===== src/rtl/hci_fault_manager.sv =====
// Fault collection for the HCI copy/compare checkers: sticky status, saturating counters,
// irq/escalation, plus a self-test sequencer that injects a fault into each checker in turn.
module hci_fault_manager #(
    parameter int unsigned N_CH    = 4,
    parameter int unsigned CNT_W   = 8,
    parameter int unsigned TIMEOUT = 15
) (
    input  logic                  clk_i,
    input  logic                  rst_i,
    input  logic [N_CH-1:0]       fault_i,
    input  logic [N_CH-1:0]       mask_i,
    input  logic [N_CH-1:0]       clear_i,
    input  logic [CNT_W-1:0]      threshold_i,
    input  logic                  selftest_start_i,
    output logic [N_CH-1:0]       inject_o,
    output logic [N_CH-1:0]       status_o,
    output logic [N_CH*CNT_W-1:0] count_o,
    output logic                  irq_o,
    output logic                  escalate_o,
    output logic                  selftest_busy_o,
    output logic                  selftest_done_o,
    output logic [N_CH-1:0]       selftest_fail_o,
    output logic                  selftest_pass_o
);

    localparam int unsigned CH_W = (N_CH > 1) ? $clog2(N_CH) : 1;
    localparam int unsigned WC_W = (TIMEOUT > 1) ? $clog2(TIMEOUT) : 1;
    localparam logic [N_CH-1:0] FIRST_CH = N_CH'(1);

    typedef enum logic [2:0] {
        StIdle,
        StInject,
        StWait,
        StGuard,
        StDone
    } state_e;

    state_e           state_q;
    logic [CH_W-1:0]  ch_q;
    logic [WC_W-1:0]  wcnt_q;
    logic [N_CH-1:0]  inject_q;
    logic [N_CH-1:0]  fail_q;
    logic             busy_q;
    logic             done_q;
    logic             pass_q;

    logic [N_CH-1:0]  status_q, status_d;
    logic [CNT_W-1:0] cnt_q [N_CH];
    logic [CNT_W-1:0] cnt_d [N_CH];
    logic             escalate_q, escalate_d;
    logic [N_CH-1:0]  target;
    logic [N_CH-1:0]  eligible;
    logic [N_CH-1:0]  over;

    // One-hot of the channel under test; only meaningful while busy.
    always_comb begin
        target = '0;
        for (int c = 0; c < N_CH; c++) begin
            target[c] = busy_q && (ch_q == CH_W'(c));
        end
    end

    assign eligible = fault_i & ~mask_i & ~target;

    always_comb begin
        status_d = status_q;
        over     = '0;
        for (int c = 0; c < N_CH; c++) begin
            cnt_d[c] = cnt_q[c];
            if (clear_i[c]) begin
                status_d[c] = 1'b0;
                cnt_d[c]    = '0;
            end else if (eligible[c]) begin
                status_d[c] = 1'b1;
                if (cnt_q[c] != {CNT_W{1'b1}}) begin
                    cnt_d[c] = cnt_q[c] + CNT_W'(1);
                end
            end
            over[c] = (threshold_i != '0) && (cnt_d[c] >= threshold_i);
        end
        escalate_d = escalate_q | (|over);
    end

    always_ff @(posedge clk_i) begin
        if (rst_i) begin
            status_q   <= '0;
            escalate_q <= 1'b0;
            for (int c = 0; c < N_CH; c++) begin
                cnt_q[c] <= '0;
            end
        end else begin
            status_q   <= status_d;
            escalate_q <= escalate_d;
            for (int c = 0; c < N_CH; c++) begin
                cnt_q[c] <= cnt_d[c];
            end
        end
    end

    // Self-test sequencer; all of its outputs are registered here.
    always_ff @(posedge clk_i) begin
        if (rst_i) begin
            state_q  <= StIdle;
            ch_q     <= '0;
            wcnt_q   <= '0;
            inject_q <= '0;
            fail_q   <= '0;
            busy_q   <= 1'b0;
            done_q   <= 1'b0;
            pass_q   <= 1'b0;
        end else begin
            inject_q <= '0;
            done_q   <= 1'b0;
            unique case (state_q)
                StIdle: begin
                    if (selftest_start_i) begin
                        ch_q     <= '0;
                        fail_q   <= '0;
                        pass_q   <= 1'b0;
                        busy_q   <= 1'b1;
                        inject_q <= FIRST_CH;
                        state_q  <= StInject;
                    end
                end
                StInject: begin
                    wcnt_q  <= '0;
                    state_q <= StWait;
                end
                StWait: begin
                    if (fault_i[ch_q]) begin
                        state_q <= StGuard;
                    end else if (wcnt_q == WC_W'(TIMEOUT - 1)) begin
                        fail_q[ch_q] <= 1'b1;
                        state_q      <= StGuard;
                    end else begin
                        wcnt_q <= wcnt_q + WC_W'(1);
                    end
                end
                StGuard: begin
                    if (ch_q == CH_W'(N_CH - 1)) begin
                        busy_q  <= 1'b0;
                        done_q  <= 1'b1;
                        state_q <= StDone;
                    end else begin
                        ch_q     <= ch_q + CH_W'(1);
                        inject_q <= target << 1;
                        state_q  <= StInject;
                    end
                end
                StDone: begin
                    pass_q  <= (fail_q == '0);
                    state_q <= StIdle;
                end
                default: state_q <= StIdle;
            endcase
        end
    end

    always_comb begin
        for (int c = 0; c < N_CH; c++) begin
            count_o[c*CNT_W +: CNT_W] = cnt_q[c];
        end
    end

    assign inject_o        = inject_q;
    assign status_o        = status_q;
    assign irq_o           = |(status_q & ~mask_i);
    assign escalate_o      = escalate_q;
    assign selftest_busy_o = busy_q;
    assign selftest_done_o = done_q;
    assign selftest_fail_o = fail_q;
    assign selftest_pass_o = pass_q;

endmodule


===== config.mk =====
export PLATFORM = sky130hd
export DESIGN_NAME = hci_fault_manager
export DESIGN_NICKNAME = d
export VERILOG_FILES = /design/src/rtl/hci_fault_manager.sv
export SDC_FILE = /design/constraint.sdc
export NUM_CORES = 1
export LEC_CHECK = 0
export BUFFER_PORTS_ARGS = -buffer_cell sky130_fd_sc_hd__buf_2
export CORE_MARGIN = 3
export CORE_UTILIZATION = 35
export CTS_CLUSTER_DIAMETER = 150
export DETAILED_ROUTE_END_ITERATION = 8
export GPL_TIMING_DRIVEN = 0
export SLEW_MARGIN = 20
export SYNTH_ARGS = -nofsm -noshare
export SYNTH_HDL_FRONTEND = slang
export SYNTH_SLANG_ARGS = --single-unit

===== constraint.sdc =====
create_clock -name clk_i -period 5.3 [get_ports clk_i]
set_input_delay 0.265 -clock clk_i [delete_from_list [all_inputs] [get_ports clk_i]]
set_output_delay 0.265 -clock clk_i [all_outputs]
set_load 0.02 [all_outputs]

[Yosys cells after proc, flatten, opt, wreduce, memory -nomap -nowiden]
Memory sizes are Yosys's and may differ from the RTL's.
Cells that the tools add are included.
Word-level totals
  register bits after elaboration: 25
  bits in writable memories: 32
  output and inout bits: 49
  word-level logic and storage cells: 134
  memories kept: 1
Memory list
  cnt_q: words 4, width 8, read ports 4, clocked after memory_dff 0, wr ports 4, line 48  | logic [CNT_W-1:0] cnt_q [N_CH];
Cells by class
  add/subtract/negate cells: 6
  magnitude comparators: 6
  eq/ne operators: 19
  mux-type cells: 47
  bitwise logic cells: 12
  reductions and logical operators: 30
Operators with widths (number)
  2-to-1 mux 8 bit: 16
  adder 8 x 1 -> 8 bit, second input constant: 4
  >= comparator 8 bit: 4
  != test 8 bit, second input constant: 4
  2-to-1 mux 4 bit: 6
  one-hot mux 4 bit (2 select lines): 3
  bitwise AND 4 bit: 3
  2-to-1 mux 3 bit: 4
  != test 2 bit, second input constant: 6
  one-hot mux 3 bit (4 select lines): 1
  2-to-1 mux 1 bit: 10
  OR reduction 2 bit: 5
  logical AND 1 bit: 9
  AND reduction 3 bit: 3
  NOT 4 bit: 2
  nonzero test 2 bit: 4
  nonzero test 8 bit: 1
  OR reduction 4 bit: 2
  equality test 3 x 2 -> 1 bit, second input constant: 2
  OR 1 bit: 5
  adder 4 x 1 -> 4 bit, second input constant: 1
  equality test 2 bit, second input constant: 2
  equality test 4 bit, second input constant: 1
  zero test 4 bit: 1
  other kinds (18): 21

[Depth between registers and ports, before layout]
  depth in word-level cells: 10
  depth in mapped cells: 13
  gate-level depth less buffers: 13

[Least setup slack after synthesis]
Ideal clock, no wire load.
  path type: reg2reg
  start: mem cnt_q[2][0]
  end: reg escalate_q, in the netlist escalate_o
  setup time: 137 ps
  arrival time: 2599 ps
  data required time: 5163 ps
  slack: 2564 ps
  stages on the path, launching flop included: 12
  path buffers: 0
  clock period less this slack: 2736 ps
  path through: dfxtp_1 > ha_1 > nand2_1 > or3_1 > nand3_1 > xor2_1 > nor2_1 > ha_1 > a211oi_1 > a2111oi_0 > a2111oi_0 > a311oi_1
RTL lines
  start, declared: line 48
  end signal, assigned: line 93  | escalate_q <= escalate_d;
  end, declared: line 50  | logic escalate_q, escalate_d;

==> results_dict.tcl <==
set metrics [dict create \
    clkTransAtPathRegs_ns 0.07 \
    synth_area_leaders "dfxtp_1 32%, ha_1 15%, nor2_1 9.1%, mux2i_1 3.7%, nand2_1 3.6%" \
    hold_violations 0 \
    skew_ns 0.00920 \
    finalCritPeriodShare_pct 60.8 \
    status "complete, no violations" \
    fillCellCount 968 \
    synth-seq-cells 57 \
    synth.avg_cell_area_sq_um 8.12 \
    htreeDepth 3 \
    crit_required_ns 5.55 \
    synth_top_area_share_pct 32.4 \
    critical_path_class "reg -> reg" \
    synth_area_sq_um 3520 \
    place.detailed.hpwl_microns 7210 \
    yosysTopAreaCell "dfxtp_1" \
    synth_edf_count 0 \
    r2r-end "escalate_o" \
    end_kind "flip-flop" \
    tightest_slew_ns 0.556 \
    cp.arrival_ns 3.47 \
    yosysSeqAreaShare_pct 32.4 \
    critPathMaxFanout 7 \
    drive_gt1_share_pct 19.1 \
    sequential_cell_area_sq_um 1140 \
    synth.most_common_cell "nor2_1" \
    dieHeight_microns 106 \
    first_iter_violations 141 \
    numCtsBuffers 9 \
    slew_violations 0 \
    clock_sinks 57 \
    nets 579 \
    multi_input_area_sq_um 2260 \
    grt_max_degree 12 \
    setup_viol 0 \
    min_period_ns 3.22 \
    grt_pass1_wl_microns 15100 \
    slew_headroom_pct 63.0 \
    synth_async_sr_flop_share_pct 0 \
    worst-r2r-cell-count 13 \
    clk_latency_ns 0.35 \
    cts_root_buf "clkbuf_8" \
    power_density_nw_per_um2 234 \
    num_antenna_cells 0 \
    crit_end "escalate_o" \
    drtAntennaViolNets 0 \
    synth_commonest_cells "85 x nor2_1, 57 x dfxtp_1, 42 x ha_1" \
    routedWlPerCell_microns 13.9 \
    grt_pass1_vias 3184 \
    cts_tree "done" \
    overflow 0 \
    detail_route.vias_per_cell 5.09 \
    rsz0062_at_grt "no" \
    reg2reg_from "ch_q[0]" \
    cts_buffer_depth 2 \
    antenna_found_initial 0 \
    num_rows 35 \
    ir_worst_vdd_uv 96.9 \
    critPathLaunchType "flip-flop" \
    cts_hold_buffers 0 \
    dr_total_vias 3301 \
    hp-class "in -> reg" \
    gp_congestion 0.939 \
    worstHoldStart "mask_i[1]" \
    core_area_sq_um 9500 \
    drt-total-wl_microns 9000 \
    start_util_pct 37.1 \
    place_ws_ns 2.09 \
    ios 72 \
    cp-startpoint "ch_q[0]" \
    synth_flop_cell "dfxtp_1" \
    synth_warnings 0 \
    areaGrowthSynthToFinish_pct 20.2 \
    cap_viol_max_count 0 \
    power.leakage_uw 0.00190 \
    cts_setup_buffers 0 \
    synth_fp_nets 499 \
    synth_cell_types 53 \
    setup_ws_ns 2.08 \
    drtPass1Iterations 4 \
    synthCells 434 \
    drc 0 \
    cts_resized 0 \
    finalSetupTns_ns 0 \
    rrSetupSlack_ns 2.08 \
    die_area_sq_um 11300 \
    fmax_mhz 310 \
    io_buffer_count 69 \
    die_w_microns 106 \
    track_usage_pct 16.5 \
]
per-stage QoR:
step / util (%) / power (uW) / hold slack [ns] / cell area, sq um / cells
3_5_place_dp: 42.4 / 578 / 0.463 / 4030 / 632
3_3_place_gp: 42.4 / 576 / 0.456 / 4030 / 632
6_report: 44.5 / 991 / 0.336 / 4230 / 648
2_1_floorplan: - / 537 / 0.452 / 3520 / 434
5_1_grt: 44.5 / 1040 / 0.340 / 4230 / 648
4_1_cts: 44.5 / 1000 / 0.330 / 4230 / 648
layer usage:
layer  vias to the layer above  global-route usage, %  routed length (microns)
met5                         -                      0                        0
met4                         0                   4.44                       91
met3                         7                   4.01                      470
met2                        86                   25.4                     3840
met1                      1516                   23.1                     4590
li1                       1692                      -                        -
final cells by class:
class / instances / area share [%]
inverters: 17 / 1.51
repair buffers: 69 / 8.16
clock inverters: 6 / 1.57
plain buffers: 15 / 1.36
multi-input cells: 345 / 53.4
well taps: 129 / 3.81
clock buffers: 10 / 3.25
flip-flops and latches: 57 / 27.0
cells by family after synthesis:
family	Yosys count	synth area share, %
multiplexers	16	4.76
adder cells (fa/ha/maj)	42	14.9
AO/OA/AOI/OAI	50	9.98
flip-flops	57	32.4
XOR/XNOR	18	4.48
buffers and inverters	32	3.45
AND/OR/NAND/NOR	219	30.0
sequential cells by signal, indices dropped and copies added (netlist names):
register,count
cnt_q,32
selftest_pass_o,1
wcnt_q,4
selftest_done_o,1
status_o,4
selftest_busy_o,1
escalate_o,1
ch_q,2
selftest_fail_o,4
inject_o,4
state_q,3
critical path, stage by stage (launching register included):
cell and delay [ns]:
dfxtp_1 0.50, inv_1 0.12, ha_1 0.26, nand2_1 0.10, and3_1 0.18, clkbuf_1 0.26, nand4_1 0.15, mux2i_1 0.23
nor2_1 0.09, ha_1 0.31, nand2_1 0.08, a2111oi_0 0.44, a2111oi_0 0.12, a311oi_1 0.28
cells in the final DEF, fill, tap and decap left out, types with 7 or more instances in the layout:
| master | synthesis | layout |
|---|---|---|
| nand4_1 | 9 | 9 |
| nor3_1 | 18 | 18 |
| dfxtp_1 | 57 | 57 |
| a21oi_1 | 12 | 12 |
| nand2_1 | 34 | 34 |
| o21ai_0 | 7 | 7 |
| nand3_1 | 20 | 20 |
| and3_1 | 7 | 7 |
| xor2_1 | 9 | 9 |
| mux2i_1 | 13 | 13 |
| or2_2 | 7 | 7 |
| clkbuf_8 | 0 | 10 |
| clkbuf_1 | 13 | 13 |
| nor4_1 | 7 | 7 |
| buf_2 | 1 | 70 |
| ha_1 | 42 | 42 |
| xnor2_1 | 9 | 9 |
| inv_1 | 17 | 17 |
| nor2_1 | 85 | 85 |
power by group:
group,leakage [uW],internal (uW),switching [uW]
Combinational,0.00135,45.4,79.0
Sequential,0.000461,436,7.39
Clock,0.0000949,230,192
Total,0.00190,712,279
how the worst min path moves through the flow:
| stage | end | slack [ns] | depth (start not counted) |
|---|---|---|---|
| detailed placement | selftest_pass_o | 0.46 | 2 |
| CTS | selftest_busy_o | 0.33 | 4 |
| floorplan | selftest_pass_o | 0.45 | 2 |
| global placement | selftest_pass_o | 0.46 | 2 |
| global route | status_o[1] | 0.34 | 4 |
| finish | status_o[1] | 0.34 | 4 |
Note: power is estimated with default switching activity, not from simulation.
